### src/rtl/baud_pkg.sv
// Shared constants and the channel state record for the baud tick generator.
package baud_pkg;
  localparam int CNT_W_DEF  = 16;
  localparam int FRAC_W_DEF = 4;
  localparam int MIN_DIV    = 2;
  localparam int DIV_RST_DEF = 2083;

  // Record layout at the default widths; baud_chan rebuilds it at its own widths.
  typedef struct packed {
    logic                  run;
    logic [CNT_W_DEF-1:0]  cnt;
    logic [FRAC_W_DEF-1:0] acc;
    logic [CNT_W_DEF-1:0]  dint;
    logic [FRAC_W_DEF-1:0] dfrac;
  } chan_st_t;
endpackage

### src/rtl/baud_chan.sv
// One baud channel: bit counter, fractional accumulator and latched divisor.
module baud_chan import baud_pkg::*; #(
  parameter int CNT_W   = CNT_W_DEF,
  parameter int FRAC_W  = FRAC_W_DEF,
  parameter int DIV_RST = DIV_RST_DEF
)(
  input  logic              clk,
  input  logic              rstn,
  input  logic              en,
  input  logic [CNT_W-1:0]  sh_int,
  input  logic [FRAC_W-1:0] sh_frac,
  output logic              mid_tick,
  output logic              bit_tick,
  output logic              bps_level
);
  typedef struct packed {
    logic              run;
    logic [CNT_W-1:0]  cnt;
    logic [FRAC_W-1:0] acc;
    logic [CNT_W-1:0]  dint;
    logic [FRAC_W-1:0] dfrac;
  } st_t;

  st_t               st_q, st_d;
  logic [FRAC_W:0]   acc_sum;
  logic [CNT_W-1:0]  last_cnt, half_cnt;
  logic              live;

  always_comb begin
    acc_sum   = {1'b0, st_q.acc} + {1'b0, st_q.dfrac};
    last_cnt  = st_q.dint - CNT_W'(1) + CNT_W'(acc_sum[FRAC_W]);
    half_cnt  = st_q.dint >> 1;
    // First enabled cycle only arms the channel; count 0 is the cycle after.
    live      = en & st_q.run;
    bit_tick  = live && (st_q.cnt == last_cnt);
    mid_tick  = live && (st_q.cnt == half_cnt);
    bps_level = live && (st_q.cnt > half_cnt);

    st_d = st_q;
    if (!en) begin
      st_d.run = 1'b0;
      st_d.cnt = '0;
      st_d.acc = '0;
    end else if (!st_q.run) begin
      st_d.run = 1'b1;
    end else if (bit_tick) begin
      st_d.cnt = '0;
      st_d.acc = acc_sum[FRAC_W-1:0];
    end else begin
      st_d.cnt = st_q.cnt + CNT_W'(1);
    end
    // Divisor only follows the shadow between bits, never inside one.
    if (!en || !st_q.run || bit_tick) begin
      st_d.dint  = sh_int;
      st_d.dfrac = sh_frac;
    end
  end

  always_ff @(posedge clk or negedge rstn) begin
    if (!rstn) st_q <= '{run: 1'b0, cnt: '0, acc: '0, dint: CNT_W'(DIV_RST), dfrac: '0};
    else       st_q <= st_d;
  end
endmodule

### src/rtl/baud_tick_gen.sv
// Multi-channel fractional baud tick generator with a shared, validated divisor shadow.
module baud_tick_gen import baud_pkg::*; #(
  parameter int NCH     = 2,
  parameter int CNT_W   = CNT_W_DEF,
  parameter int FRAC_W  = FRAC_W_DEF,
  parameter int DIV_RST = DIV_RST_DEF
)(
  input  logic              clk,
  input  logic              rstn,
  input  logic [CNT_W-1:0]  div_int,
  input  logic [FRAC_W-1:0] div_frac,
  input  logic              div_load,
  input  logic [NCH-1:0]    ch_en,
  output logic [NCH-1:0]    mid_tick,
  output logic [NCH-1:0]    bit_tick,
  output logic [NCH-1:0]    bps_level,
  output logic              cfg_err
);
  logic [CNT_W-1:0]  sh_int_q, sh_int_d;
  logic [FRAC_W-1:0] sh_frac_q, sh_frac_d;
  logic              cfg_err_q, cfg_err_d;

  always_comb begin
    sh_int_d  = sh_int_q;
    sh_frac_d = sh_frac_q;
    cfg_err_d = cfg_err_q;
    if (div_load) begin
      if (div_int >= CNT_W'(MIN_DIV)) begin
        sh_int_d  = div_int;
        sh_frac_d = div_frac;
        cfg_err_d = 1'b0;
      end else begin
        cfg_err_d = 1'b1;
      end
    end
  end

  always_ff @(posedge clk or negedge rstn) begin
    if (!rstn) begin
      sh_int_q  <= CNT_W'(DIV_RST);
      sh_frac_q <= '0;
      cfg_err_q <= 1'b0;
    end else begin
      sh_int_q  <= sh_int_d;
      sh_frac_q <= sh_frac_d;
      cfg_err_q <= cfg_err_d;
    end
  end

  assign cfg_err = cfg_err_q;

  for (genvar c = 0; c < NCH; c++) begin : g_chan
    baud_chan #(.CNT_W(CNT_W), .FRAC_W(FRAC_W), .DIV_RST(DIV_RST)) u_chan (
      .clk       (clk),
      .rstn      (rstn),
      .en        (ch_en[c]),
      .sh_int    (sh_int_q),
      .sh_frac   (sh_frac_q),
      .mid_tick  (mid_tick[c]),
      .bit_tick  (bit_tick[c]),
      .bps_level (bps_level[c])
    );
  end
endmodule
### config.mk
export PLATFORM = sky130hd
export DESIGN_NAME = baud_tick_gen
export DESIGN_NICKNAME = d
export VERILOG_FILES = /design/src/rtl/baud_pkg.sv /design/src/rtl/baud_chan.sv /design/src/rtl/baud_tick_gen.sv
export SDC_FILE = /design/constraint.sdc
export NUM_CORES = 1
export LEC_CHECK = 0
export CORE_MARGIN = 2
export CORE_UTILIZATION = 50
export CTS_CLUSTER_DIAMETER = 60
export CTS_CLUSTER_SIZE = 28
export DETAILED_ROUTE_END_ITERATION = 6
export PLACE_DENSITY_LB_ADDON = 0.2
export RECOVER_POWER = 50
export SLEW_MARGIN = 15
export SYNTH_ARGS = -nofsm -noshare
export SYNTH_HDL_FRONTEND = slang
export SYNTH_SLANG_ARGS = --single-unit
export TNS_END_PERCENT = 20
### constraint.sdc
create_clock -name clk -period 8 [get_ports clk]
set_input_delay 2.4 -clock clk [delete_from_list [all_inputs] [get_ports clk]]
set_output_delay 2.4 -clock clk [all_outputs]
set_load 0.03 [all_outputs]
; Word level (Yosys, flattened, before mapping)
; Index checks and enable logic that the tools add are counted.
[classes]
n_addsub = 8
reduce_logical = 17
order_cmp = 3
eq_ne = 8
n_bitwise = 2
muxes = 9
[op_table]
columns = cell, count
row1 = two-way mux 21 bit, 2
row2 = two-way mux 20 bit, 2
row3 = adder 16 x 1 -> 16 bit, 2
row4 = adder 16 x 1 -> 16 bit (second input constant), 2
row5 = == test 16 x 15 -> 1 bit, 2
row6 = == test 16 bit, 2
row7 = greater-than comparator 16 x 15 -> 1 bit, 2
row8 = two-way mux 16 bit, 2
row9 = subtractor 16 x 1 -> 16 bit (second input constant), 2
row10 = greater-or-equal comparator 16 x 2 -> 1 bit (second input constant), 1
row11 = adder 4 x 4 -> 5 bit, 2
row12 = two-way mux 4 bit, 2
row13 = inequality test 2 x 1 -> 1 bit (second input constant), 4
row14 = logical AND 1 bit, 6
row15 = AND reduction 2 bit, 3
row16 = logical NOT 1 bit, 4
row17 = logical OR 1 bit, 4
row18 = AND 1 bit, 2
row19 = two-way mux 1 bit, 1
[word_totals]
out_inout_bits = 7
register_bits = 103
input_bits = 25

; Logic depth before layout (Yosys ltp)
; Gate-level depths: netlist (run 1).
[depth]
ltp_word = 7
ltp_mapped = 17
ltp_nobuf = 15

; Hierarchy
; Synthesis (run 1) repeated with hierarchy kept, for this count alone.
[hier_totals]
hier_cells = 708
hier_area_um2 = 6972.9
[modules_own_cells]
columns = module, n_inst, seq_area_each_um2, cells_each, area_per_inst_um2
row1 = baud_chan (g_chan[0].u_chan), 1, 1031.0, 337, 3191.8
row2 = baud_chan (g_chan[1].u_chan), 1, 1031.0, 315, 2954.1
row3 = baud_tick_gen, 1, 530.5, 56, 827.0

; Least setup slack after synthesis (run 1)
; OpenSTA, ideal clock, no wires.
[synth_path]
kind = register -> output
start = register g_chan[0].u_chan.st_q[0] (netlist bit)
end = output bit_tick[0]
setup_slack_ns = 1.630
path_buffers = 2
arrival_time_ns = 3.970
stages_incl_launch_ff = 17
path_cell_list = dfrtp_1 -> ha_1 -> inv_1 -> fa_1 -> inv_1 -> a21o_1 -> a21oi_1 -> ha_1 -> ha_1 -> or4b_4 -> or3_4 -> a2111oi_4 -> o2111ai_2 -> nor4_4 -> clkbuf_1 -> and3_1 -> buf_4
[synth_via]
elab_chain_len = 4
[synth_lines]
columns = item, line_no
row1 = "start, declared", baud_chan.sv:24  ; st_t st_q, st_d;
row2 = "start signal, assigned", baud_chan.sv:60  ; if (!rstn) st_q <= '{run: 1'b0, cnt: '0, acc: '0, dint: CNT_W'(DIV_RST), dfrac: '0};
row3 = "start signal, assigned", baud_chan.sv:61  ; else st_q <= st_d;
row4 = adder 4 x 4 -> 5 bit, baud_chan.sv:30  ; acc_sum = {1'b0, st_q.acc} + {1'b0, st_q.dfrac};
row5 = adder 16 x 1 -> 16 bit, baud_chan.sv:31  ; last_cnt = st_q.dint - CNT_W'(1) + CNT_W'(acc_sum[FRAC_W]);
row6 = == test 16 bit, baud_chan.sv:35  ; bit_tick = live && (st_q.cnt == last_cnt);
row7 = logical AND 1 bit, baud_chan.sv:35
row8 = "end, declared", baud_tick_gen.sv:15  ; output logic [NCH-1:0] bit_tick,
; No other way between the ends.

; Worst setup path after layout (run 1)
[layout_path]
start = register g_chan[1].u_chan.st_q[0] (netlist bit)
end = output bit_tick[1]
[layout_via]
elab_chain_len = 4
[layout_lines]
columns = item, line_no
row1 = "start, declared", baud_chan.sv:24
row2 = "start signal, assigned", baud_chan.sv:60
row3 = "start signal, assigned", baud_chan.sv:61
row4 = adder 4 x 4 -> 5 bit, baud_chan.sv:30
row5 = adder 16 x 1 -> 16 bit, baud_chan.sv:31
row6 = == test 16 bit, baud_chan.sv:35
row7 = logical AND 1 bit, baud_chan.sv:35
; No other way between the ends.

==> impl_metrics.toml, run 1 <==
[layout]
antennaDiodeCount = 0
area_delta_synth_final_pct = 10.2
fin_nets = 774
drive_gt1_frac = 0.0847

[synthesis]
synth-edff-count = 0
synthCells = 695
synth_compound_area_frac = 0.122
synthArstFlopShare = 1.00
synthXorXnorAreaFrac = 0.0682
synthMuxAreaShare = 0.102
synth_warnings = 0
yosysUniqueCellTypes = 66
synth_fp_nets = 766
ys_seq_area_frac = 0.381
netlist_area_mm2 = 0.00681
synth-adder-area-share = 0.0867
yosys_most_used_dff = "dfrtp_1"
synth-seq-cells = 103
synth_top_family_by_area = "simple AND/OR/NAND/NOR gates"
synthSimpleGateAreaFrac = 0.185
syn_area_per_cell_um2 = 9.80

[timing]
drv_slew = 106
final-hold-violation-count = 0
timing.setup.tns_ps = 0
rsz0062_at_grt = "no"
tightest_slew_ps = 2890
fin_crit_ps = 7300
fin_ws_ps = 700
slew-limit-headroom = -0.927
clock_skew_ps = 5.98
holdWs_ps = 491
setup_viol = 0
min_period_over_period = 0.913
max_freq_ghz = 0.137

[place]
dpl_worst_slack_ps = 1110
gp_congestion = 0.905
io_buffers = 31
hpwl_um = 11000

[detailed_routing]
wl_um = 14900
drc = 0
vias = 5201
viasPerCell = 5.88
drtPass1Iterations = 4
drtIter0Drc = 304
ant_nets = 0
wl_per_cell_um = 16.9

[power_and_ir_drop]
leakage_nw = 3.23
p_per_area_mw_per_mm2 = 172
ir_drop_mv = 0.129

[floorplan]
dieArea_mm2 = 0.0146
rows = 42
die_w_um = 121
fp.dieH_um = 121
core_area_mm2 = 0.0133
start_util = 0.512
pin_count = 32

[setup_path]
max_stage_delay_ps = 680
crit_path_max_fanout = 20
r2r_start = "g_chan[1].u_chan.st_q[0]"
cp_common_cell = "ha_1"
path_class = "reg2out"
arrival_ps = 4900
cp.required_ps = 5600
start_kind = "register"
cp_cell_sequence = "ha_1, inv_1, fa_1, inv_1, a21o_1, a21oi_1, ha_1, ha_1, nor4b_1, and4_1, mux2_1, a31oi_1, o2111ai_1, buf_4, nor2_1, clkdlybuf4s50_1"
endpoint_kind = "output port"
startpoint = "g_chan[1].u_chan.st_q[0]"
slowest_stage = "nor4b_1"

[cts]
htreeDepth = 3
numClockSinks = 103
cts_tree = "yes"
cts_root_buf = "clkbuf_16"
clkTransAtPathRegs_ps = 70
cts_buffer_depth = 2
hold_buffers = 0
cts_resized = 0
cts_buffers = 9
clk_latency_ps = 350
cts_setup_buffers = 0

[status]
status = "finished with violations"
violations = "capacitance limit, slew limit"

[grt]
grt_pass1_wl_um = 25100
grt_overflow = 0
antenna_found_initial = 0
grt_start_max_net_pins = 53
track_usage = 0.218
grt_pass1_vias = 4972

[min_path]
min_from = "cfg_err"
hp-class = "reg2reg"

[flow_run]
cap_violations = 2
final timing paths:
kind / end / slack (ps) / cells past startpoint
worst max-delay path: bit_tick[1] / 700 / 16
worst min-delay path: cfg_err / 490 / 2
worst max register to register: g_chan[1].u_chan.half_cnt[6] / 3050 / 16
worst min register to register: cfg_err / 490 / 2
max in group asynchronous: sh_int_q[4] / 1440 / 2
min in group asynchronous: g_chan[1].u_chan.st_q[30] / 2970 / 1
state kept, by name, indices dropped and copies added (netlist names):
name / flops
g_chan.u_chan.st_q: 52
g_chan.u_chan.half_cnt: 30
sh_int_q: 16
sh_frac_q: 4
cfg_err: 1
stage by stage:
step | std cells | power [mW] | utilization | area (um2)
global route | 884 | 1.36 | 0.564 | 7500
floorplan | 695 | 0.774 | - | 6810
finish | 884 | 1.29 | 0.564 | 7500
CTS | 884 | 1.30 | 0.564 | 7500
global placement | 868 | 0.838 | 0.542 | 7200
detailed placement | 868 | 0.848 | 0.542 | 7200
per-layer routing:
layer	vias up	share of wire	global-route usage
met5	-	0	0
met4	0	0.0089	0.0407
met3	10	0.045	0.0481
met2	105	0.47	0.351
met1	2578	0.48	0.305
li1	2508	-	-
Yosys cell counts (8+ instances only):
| master | count | area, um2 |
|---|---|---|
| ha_1 | 44 | 551 |
| inv_1 | 50 | 188 |
| dfstp_2 | 12 | 315 |
| nand2_1 | 40 | 150 |
| dfrtp_1 | 91 | 2280 |
| and3_1 | 11 | 68.8 |
| xnor2_1 | 27 | 236 |
| xor2_1 | 26 | 228 |
| mux2_2 | 20 | 225 |
| clkbuf_1 | 24 | 90.1 |
| a21o_1 | 18 | 135 |
| nor2_1 | 34 | 128 |
| a21oi_1 | 28 | 140 |
| nor2b_1 | 15 | 93.8 |
| nand4_1 | 14 | 87.6 |
| nand3_1 | 29 | 145 |
| mux2_1 | 41 | 462 |
| o21a_1 | 8 | 60.1 |
| nor3_1 | 12 | 60.1 |
| nor4_1 | 13 | 81.3 |
| or3_1 | 12 | 75.1 |
| o21ai_0 | 9 | 45.0 |
| nand3b_1 | 8 | 60.1 |
layout by cell type (no fill, tap or decap), types with 11 or more instances in the layout:
master            n
nor2_1           34
ha_1             44
a21o_1           18
xor2_1           26
mux2_1           41
dfrtp_1          91
nor4_1           13
nand3_1          29
nor2b_1          14
dfstp_2          12
nand4_1          14
nand2_1          40
nor3_1           12
or3_1            12
a21oi_1          28
and3_1           11
inv_1            50
xnor2_1          27
mux2_2           20
clkdlybuf4s50_1  27
cells by family after synthesis:
logic type,after synthesis
adders and majority gates,46
xor gates and xnor gates,53
buffers and inverters,90
and+or+nand+nor,223
DFF,103
muxes,62
AOI/OAI and AO/OA,118
where the power goes:
| part | switching, mW | leakage, nW | internal, mW |
|---|---|---|---|
| clock network | 0.198 | 0.149 | 0.251 |
| registers | 0.0584 | 1.28 | 0.566 |
| logic | 0.114 | 1.80 | 0.100 |
cell type report:
cell class / instances / area [um2]
clock inverter: 5 / 57.6
inverter: 52 / 195
tap: 176 / 220
fill: 1150 / 5790
multi-input combinational: 502 / 3870
sequential: 103 / 2590
clock buffer: 11 / 243
timing repair buffer: 35 / 330
critical path: cells and delay by family, from the launching register on:
family                     cells  cell delay [ps]
AOI/OAI and AO/OA              4              670
buffers and inverters          4             1040
adders and majority gates      4              930
and+or+nand+nor                3             1170
muxes                          1              340
DFF                            1              390
Power figures use the tool's default switching activity.
==> inputs of run 2 (changes only) <==
--- a/config.mk
+++ b/config.mk
@@ -5,6 +5,7 @@
 export SDC_FILE = /design/constraint.sdc
 export NUM_CORES = 1
 export LEC_CHECK = 0
+export CAP_MARGIN = 15
 export CORE_MARGIN = 2
 export CORE_UTILIZATION = 50
 export CTS_CLUSTER_DIAMETER = 60
==> results of run 2 <==
The final DEF is identical to that of run 1; final timing and power are the same.
==> inputs of run 3 (changes only) <==
--- a/config.mk
+++ b/config.mk
@@ -7,7 +7,7 @@
 export LEC_CHECK = 0
 export CAP_MARGIN = 15
 export CORE_MARGIN = 2
-export CORE_UTILIZATION = 50
+export CORE_UTILIZATION = 33
 export CTS_CLUSTER_DIAMETER = 60
 export CTS_CLUSTER_SIZE = 28
 export DETAILED_ROUTE_END_ITERATION = 6
==> impl_metrics.toml, run 3 (same netlist as run 1, synthesis figures left out) <==
[flow_run]
cap_violations = 2

[cts]
clk_latency_ps = 350
clkTransAtPathRegs_ps = 70
cts_root_buf = "clkbuf_16"
cts_resized = 0
htreeDepth = 3
numClockSinks = 103
cts_setup_buffers = 0
cts_buffers = 9
hold_buffers = 0
cts_buffer_depth = 2
cts_tree = "yes"

[place]
io_buffers = 31
gp_congestion = 0.868
dp.cells = 962
hpwl_um = 12300
dpl_worst_slack_ps = 1100

[floorplan]
dieArea_mm2 = 0.0218
pin_count = 32
start_util = 0.337
fp.dieH_um = 148
die_w_um = 148
rows = 52
core_area_mm2 = 0.0202

[min_path]
holdPathEnd = "g_chan[1].u_chan.st_q[0]"
hold_depth = 1
min_from = "g_chan[1].u_chan.st_q[0]"
hp-class = "reg2reg"

[detailed_routing]
ant_nets = 0
drtPass1Iterations = 5
wl_per_cell_um = 16.6
viasPerCell = 5.28
wl_um = 16200
drc = 0
vias = 5161
drtIter0Drc = 248

[power_and_ir_drop]
ir_drop_mv = 0.112
p_total_mw = 1.34
leakage_nw = 3.25
p_per_area_mw_per_mm2 = 175

[grt]
grt_pass1_vias = 5221
grt_overflow = 0
track_usage = 0.156
grt_pass1_wl_um = 27100
grt_start_max_net_pins = 68
antenna_found_initial = 0

[setup_path]
arrival_ps = 4890
start_kind = "register"
cp.required_ps = 5600
r2r_start = "g_chan[1].u_chan.st_q[0]"
crit_path_max_fanout = 20
path_class = "reg2out"
endpoint_kind = "output port"
ff2ff_setup_slack_ps = 3280
r2r_end = "g_chan[1].u_chan.half_cnt[6]"
reg2reg_depth = 16

[timing]
setup_viol = 0
timing.setup.tns_ps = 0
drv_slew = 106
min_period_over_period = 0.912
final-hold-violation-count = 0
max_freq_ghz = 0.137
rsz0062_at_grt = "no"
clock_skew_ps = 9.95
slew-limit-headroom = -0.322
tightest_slew_ps = 1980
fin_ws_ps = 707
fin_crit_ps = 7290

[layout]
post-route-util = 0.378
fillers = 1986
layout_commonest_cell = "dfrtp_1"
antennaDiodeCount = 0
final_cell_mix = "dfrtp_1 (91), inv_1 (50), ha_1 (44)"
drive_gt1_frac = 0.0890
regArea_mm2 = 0.00259
largest_register_ffs = 52
fin_nets = 774
largest_register = "g_chan.u_chan.st_q"
final_cells = 978
multiInputGateArea_mm2 = 0.00386
area_delta_synth_final_pct = 12.4

[status]
violations = "capacitance limit, slew limit"
status = "finished with violations"
[run 3: cell types whose count changed in the layout (fill, tap and decap cells not counted)]
cell | before | now
clkbuf_1 | 3 | 1
nor2_1 | 34 | 33
inv_6 | 0 | 1
a41oi_4 | 1 | 0
nor2b_4 | 0 | 1
clkinv_4 | 2 | 0
nor2b_2 | 1 | 0
bufinv_16 | 1 | 2
clkbuf_2 | 0 | 1
a41oi_2 | 0 | 1
nor2_2 | 0 | 1
clkinv_2 | 2 | 0
clkinvlp_4 | 0 | 1
inv_8 | 0 | 2
[run 3: metrics by stage]
stage | area, um2 | hold WS (ps)
finish | 7660 | 502
global route | 7660 | 540
CTS | 7660 | 510
detailed placement | 7320 | 494
global placement | 7320 | 484
floorplan | 6810 | 469
[run 3: power breakdown]
part / switching (mW) / internal (mW) / total, mW
Sequential: 0.0603 / 0.566 / 0.626
Combinational: 0.116 / 0.100 / 0.216
Clock: 0.213 / 0.289 / 0.501
Total: 0.389 / 0.955 / 1.34
[run 3: layer usage]
layer  GRT usage  routed length, um
met3      0.0244                477
met1       0.214               7820
met2       0.252               7600
met4      0.0529                323
met5           0                  0
[run 3: layout make-up]
cell class | instances | area share
clock buffer | 10 | 0.0312
tap | 270 | 0.0441
timing repair buffer | 35 | 0.0433
sequential | 103 | 0.339
inverter | 52 | 0.0255
clock inverter | 6 | 0.0129
multi-input combinational | 502 | 0.504
[run 3: critical path, stage by stage (launching register included)]
cell             delay, ps
dfrtp_1                380
ha_1                   210
inv_1                   70
fa_1                   200
inv_1                   50
a21o_1                 170
a21oi_1                250
ha_1                   240
ha_1                   270
nor4b_1                670
and4_1                 360
mux2_1                 340
a31oi_1                140
o2111ai_1              160
buf_4                  250
nor2_1                 120
clkdlybuf4s50_1        680
[run 3: worst max path at each step]
stage	start	endpoint	slack, ps	depth (start not counted)
2_1_floorplan	g_chan[0].u_chan.st_q[0]	bit_tick[0]	1630	16
5_1_grt	g_chan[1].u_chan.st_q[0]	bit_tick[1]	220	16
3_5_place_dp	g_chan[1].u_chan.st_q[0]	bit_tick[1]	1100	16
4_1_cts	g_chan[1].u_chan.st_q[0]	bit_tick[1]	690	16
3_3_place_gp	g_chan[1].u_chan.st_q[0]	bit_tick[1]	1150	16
6_report	g_chan[1].u_chan.st_q[0]	bit_tick[1]	710	16
